===== config.mk =====
export PLATFORM = sky130hd
export DESIGN_NAME = mm2s_rdata_downsizer
export DESIGN_NICKNAME = d
export VERILOG_FILES = /design/src/rtl/dma_pkg.sv /design/src/rtl/dma_sync_fifo.sv /design/src/rtl/mm2s_rdata_downsizer.sv
export SDC_FILE = /design/constraint.sdc
export NUM_CORES = 1
export LEC_CHECK = 0
export ABC_AREA = 1
export BUFFER_PORTS_ARGS = -buffer_cell sky130_fd_sc_hd__buf_2
export CORE_AREA = 2 2 296 444
export DETAILED_ROUTE_END_ITERATION = 8
export DIE_AREA = 0 0 298 446
export PLACE_DENSITY = 0.54
export SYNTH_ARGS = -nofsm -noshare
export SYNTH_HDL_FRONTEND = slang
export SYNTH_SLANG_ARGS = --single-unit

===== constraint.sdc =====
create_clock -name clk_i -period 12.2 [get_ports clk_i]
set_input_delay 1.22 -clock clk_i [delete_from_list [all_inputs] [get_ports clk_i]]
set_output_delay 1.22 -clock clk_i [all_outputs]
set_load 0.005 [all_outputs]

===== src/rtl/dma_pkg.sv =====
// Shared DMA definitions: AXI response codes, channel state, strobe helper.
package dma_pkg;

  localparam logic [1:0] AXI_RESP_OKAY   = 2'b00;
  localparam logic [1:0] AXI_RESP_EXOKAY = 2'b01;
  localparam logic [1:0] AXI_RESP_SLVERR = 2'b10;
  localparam logic [1:0] AXI_RESP_DECERR = 2'b11;

  typedef enum logic [1:0] {
    IDLE = 2'd0,
    RUN  = 2'd1,
    DONE = 2'd2
  } ch_state_e;

  localparam int STRB_MAX = 256;

  // Low nbytes bits set; callers slice to their strobe width.
  function automatic logic [STRB_MAX-1:0] strb_mask(input logic [7:0] nbytes);
    logic [STRB_MAX-1:0] m;
    for (int i = 0; i < STRB_MAX; i++) m[i] = (i < int'(nbytes));
    return m;
  endfunction

endpackage


===== src/rtl/dma_sync_fifo.sv =====
// Synchronous FIFO; read data is taken straight from the registered storage at the head.
module dma_sync_fifo #(
  parameter int WIDTH = 64,
  parameter int DEPTH = 16
) (
  input  logic                     clk_i,
  input  logic                     rst_i,
  input  logic                     flush_i,
  input  logic                     wr_en_i,
  input  logic [WIDTH-1:0]         wr_data_i,
  input  logic                     rd_en_i,
  output logic [WIDTH-1:0]         rd_data_o,
  output logic                     full_o,
  output logic                     empty_o,
  output logic [$clog2(DEPTH):0]   level_o
);
  localparam int AW = $clog2(DEPTH);

  logic [WIDTH-1:0] mem [DEPTH];
  logic [AW-1:0]    wptr, rptr;
  logic [AW:0]      cnt;
  logic             wr, rd;

  assign full_o    = (cnt == (AW+1)'(DEPTH));
  assign empty_o   = (cnt == '0);
  assign level_o   = cnt;
  assign wr        = wr_en_i && !full_o;
  assign rd        = rd_en_i && !empty_o;
  assign rd_data_o = mem[rptr];

  always_ff @(posedge clk_i or posedge rst_i) begin
    if (rst_i) begin
      wptr <= '0;
      rptr <= '0;
      cnt  <= '0;
    end else if (flush_i) begin
      wptr <= '0;
      rptr <= '0;
      cnt  <= '0;
    end else begin
      if (wr) wptr <= wptr + AW'(1);
      if (rd) rptr <= rptr + AW'(1);
      case ({wr, rd})
        2'b10:   cnt <= cnt + (AW+1)'(1);
        2'b01:   cnt <= cnt - (AW+1)'(1);
        default: cnt <= cnt;
      endcase
    end
  end

  always_ff @(posedge clk_i) begin
    if (wr) mem[wptr] <= wr_data_i;
  end

endmodule


===== src/rtl/mm2s_rdata_downsizer.sv =====
// MM2S read-data back end: buffers R beats and splits each MM word into
// stream beats, generating TLAST/TSTRB from the programmed byte length.
module mm2s_rdata_downsizer
  import dma_pkg::*;
#(
  parameter int C_AXI_MM_ID_WIDTH       = 4,
  parameter int C_RID_EXPECTED          = 0,
  parameter int C_AXI_MM_DATA_WIDTH     = 64,
  parameter int C_AXI_STREAM_DATA_WIDTH = 32,
  parameter int C_LENGTH_WIDTH          = 32,
  parameter int C_FIFO_DEPTH            = 16
) (
  input  logic                                 clk_i,
  input  logic                                 rst_i,
  input  logic                                 soft_reset_i,
  input  logic                                 xfer_start_i,
  input  logic [C_LENGTH_WIDTH-1:0]            xfer_length_i,
  input  logic [C_AXI_MM_ID_WIDTH-1:0]         m_axi_rid_i,
  input  logic [C_AXI_MM_DATA_WIDTH-1:0]       m_axi_rdata_i,
  input  logic [1:0]                           m_axi_rresp_i,
  input  logic                                 m_axi_rlast_i,
  input  logic                                 m_axi_rvalid_i,
  output logic                                 m_axi_rready_o,
  output logic [C_AXI_STREAM_DATA_WIDTH-1:0]   m_axis_tdata_o,
  output logic [C_AXI_STREAM_DATA_WIDTH/8-1:0] m_axis_tstrb_o,
  output logic                                 m_axis_tlast_o,
  output logic                                 m_axis_tvalid_o,
  input  logic                                 m_axis_tready_i,
  output logic                                 busy_o,
  output logic                                 done_o,
  output logic                                 err_o,
  output logic [$clog2(C_FIFO_DEPTH):0]        fifo_level_o
);
  localparam int MW  = C_AXI_MM_DATA_WIDTH;
  localparam int SW  = C_AXI_STREAM_DATA_WIDTH;
  localparam int SB  = SW / 8;
  localparam int N   = MW / SW;
  localparam int LW  = (N > 1) ? $clog2(N) : 1;
  localparam int LNW = C_LENGTH_WIDTH;

  ch_state_e         state_q, state_d;
  logic [LNW-1:0]    rem_q;
  logic [MW-1:0]     word_q;
  logic              word_vld_q;
  logic [LW-1:0]     lane_q;
  logic              err_q;

  logic [MW-1:0]     fifo_rdata;
  logic              fifo_full, fifo_empty;
  logic              r_hs, r_err, beat_hs, is_last, lane_end, pop;
  logic [SB-1:0]     strb_tail;
  logic [STRB_MAX-SB-1:0] strb_unused;
  logic              unused_rlast;

  assign unused_rlast = m_axi_rlast_i;

  assign m_axi_rready_o = (state_q == RUN) && !fifo_full;
  assign r_hs  = m_axi_rvalid_i && m_axi_rready_o;
  assign r_err = (m_axi_rresp_i != AXI_RESP_OKAY) ||
                 (m_axi_rid_i != C_AXI_MM_ID_WIDTH'(C_RID_EXPECTED));

  assign beat_hs  = word_vld_q && m_axis_tready_i;
  assign is_last  = word_vld_q && (rem_q <= LNW'(SB));
  assign lane_end = (lane_q == LW'(N-1)) || is_last;
  // Refill when empty, or back-to-back as the last used lane leaves; never past tlast.
  assign pop = (state_q == RUN) && !fifo_empty &&
               (!word_vld_q || (beat_hs && lane_end && !is_last));

  assign {strb_unused, strb_tail} = strb_mask(rem_q[7:0]);

  assign m_axis_tvalid_o = word_vld_q;
  assign m_axis_tdata_o  = word_vld_q ? word_q[int'(lane_q)*SW +: SW] : '0;
  assign m_axis_tstrb_o  = !word_vld_q ? '0 : (is_last ? strb_tail : '1);
  assign m_axis_tlast_o  = is_last;

  assign busy_o = (state_q != IDLE);
  assign done_o = (state_q == DONE);
  assign err_o  = err_q;

  dma_sync_fifo #(
    .WIDTH (MW),
    .DEPTH (C_FIFO_DEPTH)
  ) u_fifo (
    .clk_i     (clk_i),
    .rst_i     (rst_i),
    .flush_i   (soft_reset_i),
    .wr_en_i   (r_hs),
    .wr_data_i (m_axi_rdata_i),
    .rd_en_i   (pop),
    .rd_data_o (fifo_rdata),
    .full_o    (fifo_full),
    .empty_o   (fifo_empty),
    .level_o   (fifo_level_o)
  );

  always_comb begin
    state_d = state_q;
    case (state_q)
      IDLE:    if (xfer_start_i) state_d = (xfer_length_i == '0) ? DONE : RUN;
      RUN:     if (beat_hs && is_last) state_d = DONE;
      DONE:    state_d = IDLE;
      default: state_d = IDLE;
    endcase
    if (soft_reset_i) state_d = IDLE;
  end

  always_ff @(posedge clk_i or posedge rst_i) begin
    if (rst_i) state_q <= IDLE;
    else       state_q <= state_d;
  end

  always_ff @(posedge clk_i or posedge rst_i) begin
    if (rst_i) begin
      rem_q      <= '0;
      word_q     <= '0;
      word_vld_q <= 1'b0;
      lane_q     <= '0;
      err_q      <= 1'b0;
    end else if (soft_reset_i) begin
      rem_q      <= '0;
      word_q     <= '0;
      word_vld_q <= 1'b0;
      lane_q     <= '0;
      err_q      <= 1'b0;
    end else begin
      if (state_q == IDLE && xfer_start_i) begin
        rem_q <= xfer_length_i;
        err_q <= 1'b0;
      end else if (beat_hs) begin
        rem_q <= (rem_q > LNW'(SB)) ? rem_q - LNW'(SB) : '0;
      end
      if (r_hs && r_err) err_q <= 1'b1;

      if (pop) begin
        word_q     <= fifo_rdata;
        word_vld_q <= 1'b1;
        lane_q     <= '0;
      end else if (beat_hs) begin
        if (lane_end) begin
          word_q     <= '0;
          word_vld_q <= 1'b0;
          lane_q     <= '0;
        end else begin
          lane_q <= lane_q + LW'(1);
        end
      end
    end
  end

endmodule


==> impl_metrics.yaml <==
status:
  status: "finished, final reports clean"
grt:
  groute.usage.overall_pct: 19.3
  antenna_found_initial: 22
  overflow: 0
  grt_pass1_wl_um: 192000
  grt_pass1_vias: 29100
  grt_max_degree: 223
clock_tree:
  worstSkewPairLatency_ns: 0.72
  clk_pin_slew_worst_paths_ns: 0.06
  cts_buffers: 105
  postCtsSetupBuffers: 0
  cts.sinks: 1138
  clock_path_buffers: 3
  cts_resized: 0
  cts_tree: "yes"
  htreeDepth: 3
  cts_root_buf: "clkbuf_16"
  cts_hold_buf: 0
floorplanning:
  die_y_um: 446
  dieWidth_um: 298
  initial_core_util_pct: 35.7
  die-area_mm2: 0.133
  coreArea_mm2: 0.129
  io_pins: 156
  num_rows: 162
synth:
  yosysSeqAreaShare_pct: 72.8
  ys.flop_type: "edfxtp_1"
  synth_area_mm2: 0.0462
  ys_ff_latch: 1138
  ys_warn_count: 0
  synth_nets: 3685
  yosys.area.top_type: "edfxtp_1"
  synth_edf_count: 1024
  synth_top_area_share_pct: 66.6
  synthDistinctLibCells: 42
  synthCells: 3566
  synth_common_cells: "1024 x edfxtp_1, 803 x nand2_1, 434 x a21oi_1"
  synth.area.top_cells: "edfxtp_1 67%, nand2_1 6.5%, dfrtp_1 6.2%"
  syn_avg_cell_area_um2: 12.9
  synth_most_common_cell: "edfxtp_1"
  synthArstFlopShare_pct: 10.0
critical_path:
  cp.required_ns: 12.75
  crit_path_cell_trace: "inv_8, buf_4, buf_4, a32o_1, nor2_1, o31ai_1, o22ai_2"
  cp_top_family: "buffers and inverters"
  cp_max_fo: 97
  cp_common_cell: "buf_4"
  critPathKind: "reg -> reg"
  max_stage_delay_ns: 0.87
  cp-end-kind: "register"
  cp.arrival_ns: 5.12
  crit_path_top_delay_cell: "buf_4"
  critPathBufInv: 3
  start_kind: "register"
power:
  leakage_nw: 18.0
  power_mw: 9.94
  power_density_mw_per_mm2: 191
  ir_worst_vdd_uv: 111
placement:
  place_hpwl_um: 67400
  placed_cells: 5246
  gp_congestion: 0.787
  port_buffers: 154
routing:
  wl_per_cell_um: 23.9
  ant_nets: 0
  drt_wl_total_um: 130000
  vias: 29600
  first_pass_iters: 6
  drc_errors: 0
  drt-initial-drc-count: 2341
  routed_via_density: 5.44
cells_and_area:
  drive_above_1_share_pct: 12.7
  synthToLayoutAreaGrowth_pct: 12.7
  stdcell_count: 5443
  nNetsFinal: 3750
sta:
  finalMaxSlewViolations: 0
  finalHoldViolations: 0
  min_period_ns: 4.58
  max_freq_mhz: 218
  rsz0062_at_grt: "false"
  relSlewSlack_pct: 25.9
  tns_ns: 0
  period_share_pct: 37.5
  worst_slew_pin_slew_ns: 1.11
  final-setup-viol-count: 0
  fin_skew_ns: 0.0283
hold_path:
  min_path_type: "reg -> reg"
flow_run:
  drv_cap: 0
## layout make-up
cell class                      instances  area [um^2]
Sequential cell                      1138        33600
Clock inverter                         61          562
Inverter                              146          573
Clock buffer                          134         2770
Antenna cell                            2         5.00
Tap cell                             1722         2150
Fill cell                           12200        77300
Multi-Input combinational cell       2034        11200
Timing Repair Buffer                  206         1190
## kinds of logic (layout without fill, tap and decap cells)
group	after synthesis	after routing	synth area share (%)
AOI/OAI and AO/OA	1012	1012	14.8
xor gates and xnor gates	15	15	0.285
adders and majority gates	10	10	0.271
buffers and inverters	394	547	3.35
DFF	1138	1138	72.8
other	0	2	0
and+or+nand+nor	997	997	8.56
## worst register-to-register path, cell delays in order, from the launching register on
cell	delay (ns)
dfrtp_4	0.79
inv_8	0.66
buf_4	0.91
buf_4	0.85
a32o_1	0.30
nor2_1	0.04
o31ai_1	0.74
o22ai_2	0.13
## final timing paths
kind / cells after the start / startpoint / slack [ns] / to
max: 7 / u_fifo.rptr[1] / 7.62 / word_q[7]
min: 2 / word_q[32] / 0.52 / word_q[32]
max reg2reg: 7 / u_fifo.rptr[1] / 7.62 / word_q[7]
min reg2reg: 2 / word_q[32] / 0.52 / word_q[32]
max in group asynchronous: 3 / rst_i / 10.14 / word_q[42]
min in group asynchronous: 2 / rst_i / 0.58 / rem_q[11]
## stage by stage
stage	util [%]	instance area, um^2	hold WS, ns	setup slack [ns]
after global placement	37.6	48700	0.496	7.64
after global routing	40.2	52000	0.523	7.49
after CTS	40.2	52000	0.517	7.60
after floorplan	-	46200	0.484	7.38
final	40.2	52000	0.518	7.62
after detailed placement	37.6	48700	0.500	7.63
## placed cells by master (no fill, tap or decap), types with 4 or more instances in the layout
cell type      n
a211o_1       18
clkbuf_16    106
o21ai_0       94
edfxtp_1    1024
clkinv_2      17
nand3_1       27
nor2_1        97
o211ai_1      46
a21oi_1      434
nand2_1      803
ha_1          10
clkinv_1      22
a22oi_1       78
o31ai_1       47
a32oi_1       24
a221oi_1      64
nand2_4        4
dfrtp_1      108
a32o_1       110
nand4_1       10
nor2_2        10
clkbuf_1      27
xor2_1        15
o21ai_1        5
nor3_1         7
nand2_2        7
nor2_4        20
buf_4         50
inv_2         28
o22ai_2       39
inv_1        113
clkinvlp_4     7
nor4_1         9
bufinv_16      7
buf_2        154
dfrtp_4        4
o22ai_1       49
## flip-flops by register name, indices dropped and copies added, names as in the netlist
| signal | count |
|---|---|
| u_fifo.mem | 1024 |
| err_o | 1 |
| m_axis_tvalid_o | 1 |
| rem_q | 32 |
| state_q | 2 |
| u_fifo.level_o | 5 |
| lane_q | 1 |
| word_q | 64 |
| u_fifo.rptr | 4 |
| u_fifo.wptr | 4 |
## layer usage
layer | track usage (%) | vias to the layer above | routed length [um]
met5 | 0 | - | 110
met1 | 24.0 | 15200 | 53100
li1 | - | 13400 | -
met2 | 34.3 | 800 | 66600
met3 | 2.72 | 212 | 6400
met4 | 6.55 | 16 | 3860
## power breakdown
group	internal (mW)	switching (mW)
logic	0.679	1.48
clock network	1.76	1.45
registers	4.45	0.125
Note: power is estimated with default switching activity, not from simulation.
